## config.mk

```make
export PLATFORM = sky130hd
export DESIGN_NAME = hazard_ctrl
export DESIGN_NICKNAME = d
export VERILOG_FILES = /design/src/rtl/hazard_pkg.sv /design/src/rtl/hazard_ctrl_forward_sel.sv /design/src/rtl/hazard_ctrl.sv
export SDC_FILE = /design/constraint.sdc
export NUM_CORES = 1
export LEC_CHECK = 0
export CAP_MARGIN = 40
export CORE_MARGIN = 2
export CORE_UTILIZATION = 50
export CTS_BUF_LIST = sky130_fd_sc_hd__clkbuf_16
export DETAILED_ROUTE_END_ITERATION = 12
export PLACE_DENSITY = 0.83
export SYNTH_ARGS = -nofsm -noshare
export SYNTH_HDL_FRONTEND = slang
export SYNTH_SLANG_ARGS = --single-unit
```

## constraint.sdc

```tcl
create_clock -name clk -period 3.17 [get_ports clk]
set_clock_uncertainty 0.15 [all_clocks]
set_input_delay 0.634 -clock clk [delete_from_list [all_inputs] [get_ports clk]]
set_output_delay 0.634 -clock clk [all_outputs]
set_load 0.02 [all_outputs]
```

## src/rtl/hazard_pkg.sv

```systemverilog
// Shared types and constants for the pipeline hazard controller.
package hazard_pkg;

  typedef enum logic [1:0] {
    RUN      = 2'd0,
    MEM_WAIT = 2'd1,
    MEM_ERR  = 2'd2
  } state_t;

  localparam logic [1:0] FWD_RF  = 2'b00;
  localparam logic [1:0] FWD_WB  = 2'b01;
  localparam logic [1:0] FWD_MEM = 2'b10;

  localparam int DEFAULT_TIMEOUT = 16;

  // Register $zero never carries a real dependency.
  function automatic logic reg_match(input logic [4:0] a, input logic [4:0] b);
    return (a != 5'd0) && (a == b);
  endfunction

endpackage

```

## src/rtl/hazard_ctrl_forward_sel.sv

```systemverilog
// E-stage operand bypass select for one source register; M result beats W result.
module forward_sel
  import hazard_pkg::*;
(
  input  logic [4:0] src,
  input  logic [4:0] WriteRegM,
  input  logic       RegWriteM,
  input  logic [4:0] WriteRegW,
  input  logic       RegWriteW,
  output logic [1:0] sel
);

  always_comb begin
    sel = FWD_RF;
    if (RegWriteM && reg_match(WriteRegM, src)) begin
      sel = FWD_MEM;
    end else if (RegWriteW && reg_match(WriteRegW, src)) begin
      sel = FWD_WB;
    end
  end

endmodule

```

## src/rtl/hazard_ctrl.sv

```systemverilog
// Stall/flush/forward control for the 5-stage pipe, with a memory-wait freeze FSM
// and saturating stall/flush performance counters.
module hazard_ctrl
  import hazard_pkg::*;
#(
  parameter int TIMEOUT = DEFAULT_TIMEOUT,
  parameter int CNT_W   = 32
) (
  input  logic             clk,
  input  logic             reset,
  input  logic [4:0]       RsD,
  input  logic [4:0]       RtD,
  input  logic [4:0]       RsE,
  input  logic [4:0]       RtE,
  input  logic [4:0]       WriteRegE,
  input  logic [4:0]       WriteRegM,
  input  logic [4:0]       WriteRegW,
  input  logic             RegWriteE,
  input  logic             RegWriteM,
  input  logic             RegWriteW,
  input  logic             MemtoRegE,
  input  logic             MemtoRegM,
  input  logic             BranchD,
  input  logic             PCSrcD,
  input  logic             MemReqM,
  input  logic             MemReadyM,
  input  logic             CntClr,
  output logic             StallF,
  output logic             StallD,
  output logic             StallE,
  output logic             StallM,
  output logic             FlushD,
  output logic             FlushE,
  output logic [1:0]       ForwardAE,
  output logic [1:0]       ForwardBE,
  output logic             ForwardAD,
  output logic             ForwardBD,
  output logic             MemErr,
  output logic [CNT_W-1:0] StallCnt,
  output logic [CNT_W-1:0] FlushCnt
);

  localparam int WAIT_W = $clog2(TIMEOUT);

  state_t            state, state_next;
  logic [WAIT_W-1:0] waitcnt;
  logic              mem_err;
  logic              freeze;
  logic              lwstall, branchstall, hz;

  assign lwstall = MemtoRegE && (reg_match(RtE, RsD) || reg_match(RtE, RtD));
  assign branchstall = BranchD &&
      ((RegWriteE && (reg_match(WriteRegE, RsD) || reg_match(WriteRegE, RtD))) ||
       (MemtoRegM && (reg_match(WriteRegM, RsD) || reg_match(WriteRegM, RtD))));
  assign hz = lwstall || branchstall;

  always_ff @(posedge clk or posedge reset) begin
    if (reset) state <= RUN;
    else       state <= state_next;
  end

  always_comb begin
    state_next = state;
    case (state)
      RUN:      if (MemReqM && !MemReadyM) state_next = MEM_WAIT;
      MEM_WAIT: begin
        // Ready on the last allowed cycle still counts as a completed access.
        if (MemReadyM)                            state_next = RUN;
        else if (waitcnt == WAIT_W'(TIMEOUT - 1)) state_next = MEM_ERR;
      end
      MEM_ERR:  state_next = MEM_ERR;
      default:  state_next = RUN;
    endcase
  end

  always_comb begin
    freeze = ((state == RUN) && MemReqM && !MemReadyM) ||
             ((state == MEM_WAIT) && !MemReadyM) ||
             (state == MEM_ERR);
    StallF = 1'b0;
    StallD = 1'b0;
    StallE = 1'b0;
    StallM = 1'b0;
    FlushD = 1'b0;
    FlushE = 1'b0;
    if (freeze) begin
      StallF = 1'b1;
      StallD = 1'b1;
      StallE = 1'b1;
      StallM = 1'b1;
    end else begin
      StallF = hz;
      StallD = hz;
      FlushE = hz;
      FlushD = PCSrcD && !hz;
    end
  end

  always_ff @(posedge clk or posedge reset) begin
    if (reset) begin
      waitcnt <= '0;
      mem_err <= 1'b0;
    end else begin
      waitcnt <= (state == MEM_WAIT) ? waitcnt + WAIT_W'(1) : '0;
      mem_err <= mem_err || (state_next == MEM_ERR);
    end
  end

  assign MemErr = mem_err;

  always_ff @(posedge clk or posedge reset) begin
    if (reset) begin
      StallCnt <= '0;
      FlushCnt <= '0;
    end else if (CntClr) begin
      StallCnt <= '0;
      FlushCnt <= '0;
    end else begin
      if (StallF && (StallCnt != '1))             StallCnt <= StallCnt + CNT_W'(1);
      if ((FlushD || FlushE) && (FlushCnt != '1)) FlushCnt <= FlushCnt + CNT_W'(1);
    end
  end

  forward_sel u_fwd_a (
    .src(RsE), .WriteRegM(WriteRegM), .RegWriteM(RegWriteM),
    .WriteRegW(WriteRegW), .RegWriteW(RegWriteW), .sel(ForwardAE)
  );

  forward_sel u_fwd_b (
    .src(RtE), .WriteRegM(WriteRegM), .RegWriteM(RegWriteM),
    .WriteRegW(WriteRegW), .RegWriteW(RegWriteW), .sel(ForwardBE)
  );

  assign ForwardAD = RegWriteM && reg_match(WriteRegM, RsD);
  assign ForwardBD = RegWriteM && reg_match(WriteRegM, RtD);

endmodule
```

# Yosys cells after proc, flatten, opt, wreduce, memory -nomap -nowiden

Index checks and enable logic that the tools add are counted.

Output and inout port bits: 77
Input port bits: 47
Flip-flop bits (word level): 71
Word-level logic and storage cells: 86

Muxes and demuxes: 17
Reductions and logical operators: 45
$add $sub $neg: 3
Eq/ne operators: 16

Operator list:

| cell                                                | number |
|---|---|
| 2-to-1 mux 32 bit                                   | 4 |
| adder 32 x 1 -> 32 bit, second input constant       | 2 |
| inequality test 32 bit, second input constant       | 2 |
| equality test 5 bit                                 | 10 |
| logical AND 1 bit                                   | 27 |
| nonzero test 5 bit                                  | 4 |
| 2-to-1 mux 2 bit                                    | 5 |
| logical OR 1 bit                                    | 9 |
| 2-to-1 mux 1 bit                                    | 6 |
| case mux 2 bit (3 select lines)                     | 1 |
| adder 4 x 1 -> 4 bit, second input constant         | 1 |
| equality test 2 bit, second input constant          | 2 |
| equality test 4 bit, second input constant          | 1 |
| 2-to-1 mux 4 bit                                    | 1 |
| nonzero test 2 bit                                  | 2 |
| equality test 2 x 1 -> 1 bit, second input constant | 1 |
| zero test 1 bit                                     | 2 |
| zero test 2 bit                                     | 1 |

# Depth between registers and ports, before layout

Gate-level depths: netlist (run 1).

Depth after elaboration: 14
Mapped depth: 11
Depth with buffers taken out: 8

# By module

From an unflattened synthesis (run 1), not the netlist that was laid out.

Cell total of the unflattened synthesis: 514
Area total of the unflattened synthesis: 4,515.6 µm²

By module, submodules not included:

| module      | area each (µm²) | times used | sequential area each (µm²) | cells an instance |
|---|---|---|---|---|
| hazard_ctrl | 4,212.8         | 1          | 1,776.7                    | 474 |
| forward_sel | 151.4           | 2          | 0.0                        | 20 |

# Worst setup path after synthesis (run 1)

Ideal clock, no wire load.

Path kind: input port to output port
From: input WriteRegE[0]
To: output StallF
Path slack: -0.058 ns
Data required time: 2.386 ns
Stages on the path: 8
Path buffers: 3
Arrival time: 2.444 ns
Cells stage by stage: or3_1 o311a_1 a32o_2 nor3_4 buf_4 buf_4 inv_1 buf_4

Longest elaborated chain between the ends: 8
Elaborated cells on any way between the ends: 11
Those cells by class: eq/ne (2); mux (1); reduce/logical (8)

RTL lines:

| what                                                      | RTL line          | RTL |
|---|---|---|
| start: declaration                                        | hazard_ctrl.sv:15 | `input logic [4:0] WriteRegE,` |
| equality test 5 bit or nonzero test 5 bit (tied branches) | hazard_pkg.sv:18  | `return (a != 5'd0) && (a == b);` |
| logical AND 1 bit                                         | hazard_pkg.sv:18  |  |
| logical OR 1 bit *                                        | hazard_ctrl.sv:53 | `((RegWriteE && (reg_match(WriteRegE, RsD) \|\| reg_match(WriteRegE, RtD))) \|\|` |
| logical AND 1 bit *                                       | hazard_ctrl.sv:53 |  |
| logical OR 1 bit *                                        | hazard_ctrl.sv:53 |  |
| logical AND 1 bit *                                       | hazard_ctrl.sv:52 | `assign branchstall = BranchD &&` |
| logical OR 1 bit *                                        | hazard_ctrl.sv:55 | `assign hz = lwstall \|\| branchstall;` |
| 2-to-1 mux 1 bit *                                        | --                |  |
| end: declaration                                          | hazard_ctrl.sv:28 | `output logic StallF,` |

Every way passes the cells marked *; elsewhere a longest branch is shown, timed or not.

# Worst setup path after layout (run 1)

From: input WriteRegW[0]
To: output ForwardBE[0]

Longest elaborated chain between the ends: 5
Elaborated cells on any way between the ends: 6
Those cells by class: eq/ne (1); mux (2); reduce/logical (3)

RTL lines:

| what                                                      | RTL line                      | RTL |
|---|---|---|
| start: declaration                                        | hazard_ctrl.sv:17             | `input logic [4:0] WriteRegW,` |
| equality test 5 bit or nonzero test 5 bit (tied branches) | hazard_pkg.sv:18              |  |
| logical AND 1 bit *                                       | hazard_pkg.sv:18              |  |
| logical AND 1 bit *                                       | hazard_ctrl_forward_sel.sv:17 | `end else if (RegWriteW && reg_match(WriteRegW, src)) begin` |
| 2-to-1 mux 1 bit *                                        | hazard_ctrl_forward_sel.sv:17 |  |
| 2-to-1 mux 2 bit *                                        | hazard_ctrl_forward_sel.sv:15 | `if (RegWriteM && reg_match(WriteRegM, src)) begin` |
| end: declaration                                          | hazard_ctrl.sv:35             | `output logic [1:0] ForwardBE,` |

Marked as above.

==> results of run 1 <==
cell usage after synthesis, types with 2 or more instances:
| cell type | n | area, um2 |
|---|---|---|
| dfrtp_1 | 71 | 1780 |
| a21oi_1 | 43 | 215 |
| nand3_1 | 35 | 175 |
| nand2_1 | 32 | 120 |
| nor2_1 | 32 | 120 |
| or4_1 | 32 | 240 |
| xnor2_1 | 31 | 272 |
| o31ai_1 | 26 | 195 |
| xor2_1 | 23 | 201 |
| or3_1 | 22 | 138 |
| nand4_1 | 16 | 100 |
| o21ai_0 | 16 | 80.1 |
| clkbuf_1 | 14 | 52.6 |
| nor4_1 | 14 | 87.6 |
| and3_1 | 13 | 81.3 |
| buf_2 | 13 | 65.1 |
| nor2b_1 | 11 | 68.8 |
| nor3_1 | 10 | 50.1 |
| inv_1 | 9 | 33.8 |
| buf_4 | 8 | 60.1 |
| mux2_2 | 7 | 78.8 |
| and2_1 | 6 | 37.5 |
| buf_6 | 6 | 67.6 |
| nand2b_1 | 5 | 31.3 |
| and4_1 | 4 | 35.0 |
| mux2_1 | 4 | 45.0 |
| o31a_1 | 4 | 35.0 |
| o41ai_1 | 4 | 35.0 |
| ha_1 | 3 | 37.5 |
| o21a_1 | 3 | 22.5 |
| o311ai_0 | 3 | 26.3 |
| and4_4 | 2 | 22.5 |
| mux2i_1 | 2 | 20.0 |
| nand3b_1 | 2 | 15.0 |
| nor3_4 | 2 | 32.5 |
| nor4b_1 | 2 | 17.5 |
| o22ai_1 | 2 | 12.5 |
| or2_2 | 2 | 12.5 |
repair_timing:
item,CTS,global route
gates resized for setup,48,11
endpoints found under the setup margin,12,26
setup buffers,1,0
pin swaps,7,2
report_power, final:
group / leakage [nW] / switching [mW] / internal (mW)
combinational: 1.57 / 0.195 / 0.166
clock: 0.144 / 0.409 / 0.610
sequential: 0.987 / 0.0102 / 0.914
total: 2.70 / 0.614 / 1.69
worst paths after layout:
| kind | startpoint | to | slack (ns) | depth (start not counted) |
|---|---|---|---|---|
| max | WriteRegW[0] | ForwardBE[0] | 0.06 | 6 |
| max in group asynchronous | reset | FlushCnt[24] | 1.74 | 3 |
| min reg2reg | waitcnt[0] | waitcnt[0] | 0.32 | 1 |
| min in group asynchronous | reset | StallCnt[4] | 0.49 | 2 |
| min | waitcnt[0] | waitcnt[0] | 0.32 | 1 |
| max reg2reg | FlushCnt[0] | FlushCnt[19] | 0.38 | 9 |
per-stage QoR:
step                      utilization  hold slack [ns]
after floorplan                     -            0.283
after global placement          0.674            0.298
after detailed placement        0.674            0.304
after CTS                       0.702            0.312
after global routing            0.705            0.341
final                           0.705            0.316
per-layer routing:
layer / routed length [um] / vias up / global-route usage / part of all wire
met1: 5890 / 2456 / 0.341 / 0.41
met4: 285 / 0 / 0.0982 / 0.020
met2: 7330 / 186 / 0.468 / 0.51
met5: 0 / - / 0 / 0
met3: 783 / 26 / 0.0522 / 0.055
li1: - / 2349 / - / -
flip-flops by register name, indices dropped and copies added (netlist names):
| register | flops |
|---|---|
| FlushCnt | 32 |
| StallCnt | 32 |
| waitcnt | 4 |
| MemErr | 1 |
| state | 2 |
cell usage in the layout (no fill, tap or decap), types with 3 or more instances in the layout:
cell type and instances:
or3_1 22, clkbuf_16 9, dlymetal6s2s_1 4, o31a_1 4, and4_1 4, o21ai_0 16, nor3_1 10, buf_4 54
dlygate4sd2_1 17, mux2_1 4, mux2_2 7, o311ai_0 3, buf_2 4, a21oi_1 43, or4_1 32, and3_1 13
nor2_1 32, o31ai_1 26, nand4_1 16, nor4_2 3, xor2_1 23, nor4_1 11, nand3_1 35, dfrtp_1 71
nand2_1 32, and2_1 6, xnor2_1 31, nor2b_1 11, ha_1 3, inv_1 8, o41ai_1 4, clkdlybuf4s50_1 94
o21a_1 3, nand2b_1 5
cell families after synthesis:
logic type	Yosys count	synth area share
flip-flops	71	0.362
AO/OA/AOI/OAI	110	0.149
XOR/XNOR	54	0.0962
adder cells (fa/ha/maj)	3	0.00764
multiplexers	13	0.0293
buffers and inverters	50	0.0568
AND/OR/NAND/NOR	250	0.299
area by class of cell:
cell class,count,share of cell area
flip-flops and latches,71,0.261
well taps,133,0.0245
multi-input cells,430,0.424
inverters,9,0.00497
clock inverters,7,0.0105
clock buffers,9,0.0331
repair buffers,178,0.241
==> results.md, run 1 <==
- Status: completed
- DR iter-0 viols: 184
- Post-Route Setup TNS: 0 ns
- Slew margin rel.: 0.634
- Pwr Density: approximately 340 nW/um2
- FF+latch count, synth: 71
- Final HPWL DP: 10400 um
- Routed vias/inst: 5.99
- Ratio of cells with drive above 1 in the final layout: 0.152
- Setup crit start kind: input pin
- IO Port Bufs: 123
- Non-Filler Instances: 837
- Post-synthesis cell count: between 500 and 600
- Setup Viol. Count Final: 0
- Initial antenna violation count: 0
- Post-Layout Inst Area: 6800 um2
- Sequential area share after synthesis: 0.362
- CP max stage cell: or4_1
- DP Worst Slack: -0.507 ns
- Worst VDD drop: ~0.28 mV
- Max stage delay on crit path: 0.54 ns
- Worst-path clk slew: 0.06 ns
- ANT cells: 0
- Max Slew Vio Count: 0
- Asr flop ratio synth: 1.00
- Sequential Area: approximately 1800 um2
- FMAX: about 0.32 GHz
- Row cnt: 36
- Crit path capture type: primary output
- Critical-path maximum fanout: 2
- First drt pass iteration count: 5
- Overflow after GRT: 0
- Multi-input logic area: 2880 um2
- Layout fillers: 771
- Buffers and inverters on the worst path: 2
- Worst Hold Class: reg2reg
- CTS max path bufs: 2
- Kind of critical path: in2out
- Core area: 9640 um2
- Synth-to-layout area growth: 38.3%
- Placed Instance Area: 6490 um2
- Cell Area, Synth: 4910 um2
- Die Y: 103 um
- Starting density of the core: 0.510
- Final WL: 14300 um
- Num ports: 124
- DIE WIDTH: roughly 100 um
- Tcrit/Tclk final: 0.981
- CTS sink cnt: 71
- Setup ws final: 0.0614 ns
- Min Clock Period, post-route: 3.11 ns
- CTS Hold Buffers Added: 0
- Tot GR Track Use: 0.272
- H-tree levels: 3
- Post-layout power: 2.30 mW
- Final nets: roughly 750
- Vias in the first global route: 4812
- CP required: 2.39 ns
- Drt drc: 0
- CTS tree: built
- Clock Latency Late Sink: 0.34 ns
- Leak: between 2 and 3 nW
- Crit path top cell by count: or4_1
- DRT antenna net count: 0
- Post-Syn Area per Cell: 8.92 um2
- Root Buffer: clkbuf_16
- Top delay family on crit path: simple AND/OR/NAND/NOR gates
- Largest net degree at the start of global routing: 59
- CP cell instances: clkdlybuf4s50_1 > or4_1 > o21ai_0 > or4_1 > nor4_1 > buf_2
- Post-synth EDFFs: 0
- Final hold vios: 0
- DR WL/cell: 17.1 um
- Netlist cell types: 55
- Full die area: ~11000 um2
- # Max-Cap Violations: 0
- CP arrival: 2.32 ns
- Via Count: approximately 5k
- Syn Nets: 601
- Synth warn: 0
- Gpl congestion: roughly 0.88
- Cells after DPL: 820
- CTS Buf Count: 9
- First-pass GRT wire length: 22700 um
- Slew @ Worst Pin: 0.549 ns
- Synth Flop Type: dfrtp_1
Note: power is estimated with default switching activity, not from simulation.
==> inputs of run 2 (changes only) <==
--- a/config.mk
+++ b/config.mk
@@ -7,10 +7,10 @@
 export LEC_CHECK = 0
 export CAP_MARGIN = 40
 export CORE_MARGIN = 2
-export CORE_UTILIZATION = 50
+export CORE_UTILIZATION = 38
 export CTS_BUF_LIST = sky130_fd_sc_hd__clkbuf_16
 export DETAILED_ROUTE_END_ITERATION = 12
-export PLACE_DENSITY = 0.83
+export PLACE_DENSITY = 0.66
 export SYNTH_ARGS = -nofsm -noshare
 export SYNTH_HDL_FRONTEND = slang
 export SYNTH_SLANG_ARGS = --single-unit
==> results.md, run 2 (synthesis gave the netlist of run 1 again) <==
- Status: completed
- Biggest regs: FlushCnt: 32 flops, StallCnt: 32 flops, waitcnt: 4 flops
- H-tree levels: 3 (unchanged)
- CP arrival: 2.32 ns (about the same)
- CTS sink cnt: 71 (unchanged)
- Num ports: 124 (unchanged)
- First-pass GRT wire length: 24400 um (+7.7%)
- DR WL/cell: 16.6 um (-2.5%)
- Die Y: 118 um (+14%)
- Row cnt: 41 (+14%)
- Setup crit start kind: input pin
- Tcrit/Tclk final: 0.979 (-0.00127)
- Leak: 2.85 nW (+5.4%)
- Setup Viol. Count Final: 0 (unchanged)
- Slew @ Worst Pin: 0.679 ns (+0.129 ns)
- Routed vias/inst: 5.62 (-6.3%)
- CTS max path bufs: 2 (unchanged)
- Final hold vios: 0 (unchanged)
- Core area: 12600 um2 (+31%)
- CTS tree: built
- Final nets: 753 (+0.53%)
- First drt pass iteration count: 5 (unchanged)
- Layout fillers: 1189 (+54%)
- Starting density of the core: 0.389 (-0.120)
- DIE WIDTH: 118 um (+14%)
- Worst-path clk slew: 0.06 ns (about the same)
- FMAX: 0.322 GHz (+0.13%)
- Worst Hold Class: reg2reg
- Placed Instance Area: 6570 um2 (+1.2%)
- Critical-path maximum fanout: 4 (+2)
- Root Buffer: clkbuf_16
- Tot GR Track Use: 0.214 (-0.0580)
- Via Count: 4948 (-1.4%)
- CTS Buf Count: 9 (unchanged)
- Kind of critical path: in2out
- Drt drc: 0 (unchanged)
- Gpl congestion: 0.892 (+1.4%)
- Min Clock Period, post-route: 3.10 ns (-0.00401 ns)
- Vias in the first global route: 4920 (+2.2%)
- DR iter-0 viols: 289 (+57%)
- Multi-input logic area: 2900 um2 (+0.69%)
- RSZ-0062 raised after global routing: no
- Largest net degree at the start of global routing: 54 (-8.5%)
- Worst VDD drop: 0.200 mV (-28%)
- Most frequent cells in the layout: clkdlybuf4s50_1 (88), dfrtp_1 (71), buf_4 (54), a21oi_1 (43), nand3_1 (35)
- Max Slew Vio Count: 0 (unchanged)
- # Max-Cap Violations: 0 (unchanged)
- CP required: 2.39 ns (about the same)
- Sequential Area: 1780 um2 (unchanged)
- Ratio of cells with drive above 1 in the final layout: 0.162 (+0.0104)
- Pwr Density: 332 nW/um2 (-2.0%)
- Final WL: 14700 um (+2.6%)
- Commonest non-fill, non-tap cell in the layout: clkdlybuf4s50_1
- Post-Layout Inst Area: 6970 um2 (+2.6%)
- WHS: 0.312 ns (-0.00413 ns)
- DRT antenna net count: 0 (unchanged)
- IO Port Bufs: 123 (unchanged)
- Synth-to-layout area growth: 41.8%
- Initial antenna violation count: 1 (+1)
- Clock Latency Late Sink: 0.35 ns (about the same)
- Slew margin rel.: 0.548 (-0.0862)
- Crit path capture type: primary output
- Overflow after GRT: 0 (unchanged)
- Final HPWL DP: 10800 um (+3.4%)
- Full die area: 13900 um2 (+30%)
run 2: cell count changes in the layout (fill, tap and decap cells not counted), moves of 2 or more:
cell             previous run  this run
dlymetal6s2s_1              4        17
clkinvlp_4                  2         0
buf_2                       4         2
clkdlybuf4s50_1            94        88
buf_6                       2         7
nor2_1                     32        30
dlygate4sd2_1              17         7
run 2: metal layers:
layer	routed length, um	GRT usage
met2	7350	0.356
met5	0	0
met4	277	0.0821
met1	6360	0.278
met3	671	0.0354
run 2: area by class of cell:
type                            count  share of cell area
Multi-Input combinational cell    430               0.417
Sequential cell                    71               0.255
Timing Repair Buffer              182               0.250
Clock buffer                        9              0.0323
Tap cell                          172              0.0309
Clock inverter                      7             0.00933
Inverter                            9             0.00521
Antenna cell                        1            0.000359
run 2: report_power, final:
| part | internal (mW) | switching [mW] |
|---|---|---|
| combinational | 0.183 | 0.202 |
| clock | 0.605 | 0.403 |
| sequential | 0.914 | 0.00937 |
run 2: per-stage QoR:
stage                     worst slack [ns]  cells  power, mW  utilization  TNS, ns
after global placement              -0.522    860       1.31        0.520   -16.47
after detailed placement            -0.550    861       1.32        0.521   -14.47
final                               0.0654    881       2.32        0.552        0
after floorplan                    0.00932    551       1.14            -        0
after global routing               0.00130    881       2.42        0.552        0
after CTS                          -0.0159    878       2.33        0.544  -0.0398
run 2: path summary, 6_finish.rpt:
check,from,endpoint,slack (ns),depth (start not counted)
max,RsD[2],FlushE,0.07,9
min,waitcnt[0],waitcnt[0],0.31,1
min in group asynchronous,reset,StallCnt[4],0.46,2
max reg2reg,FlushCnt[1],FlushCnt[19],0.23,9
max in group asynchronous,reset,FlushCnt[13],1.77,3
min reg2reg,waitcnt[0],waitcnt[0],0.31,1
run 2: worst max-delay path, stage by stage:
cell and delay (ns):
clkdlybuf4s50_1 0.58, xnor2_1 0.15, nand3_1 0.09, o22ai_1 0.14, a32o_2 0.27, buf_12 0.13
nor2_4 0.04, nor2_2 0.15, buf_6 0.14
run 2: repair_timing:
item / CTS / global route
endpoints found under the setup margin: 15 / 30
resized for setup: 48 / 36
hold buffers: 0 / 0
pin swaps: 4 / 9
setup buffers: 1 / 2
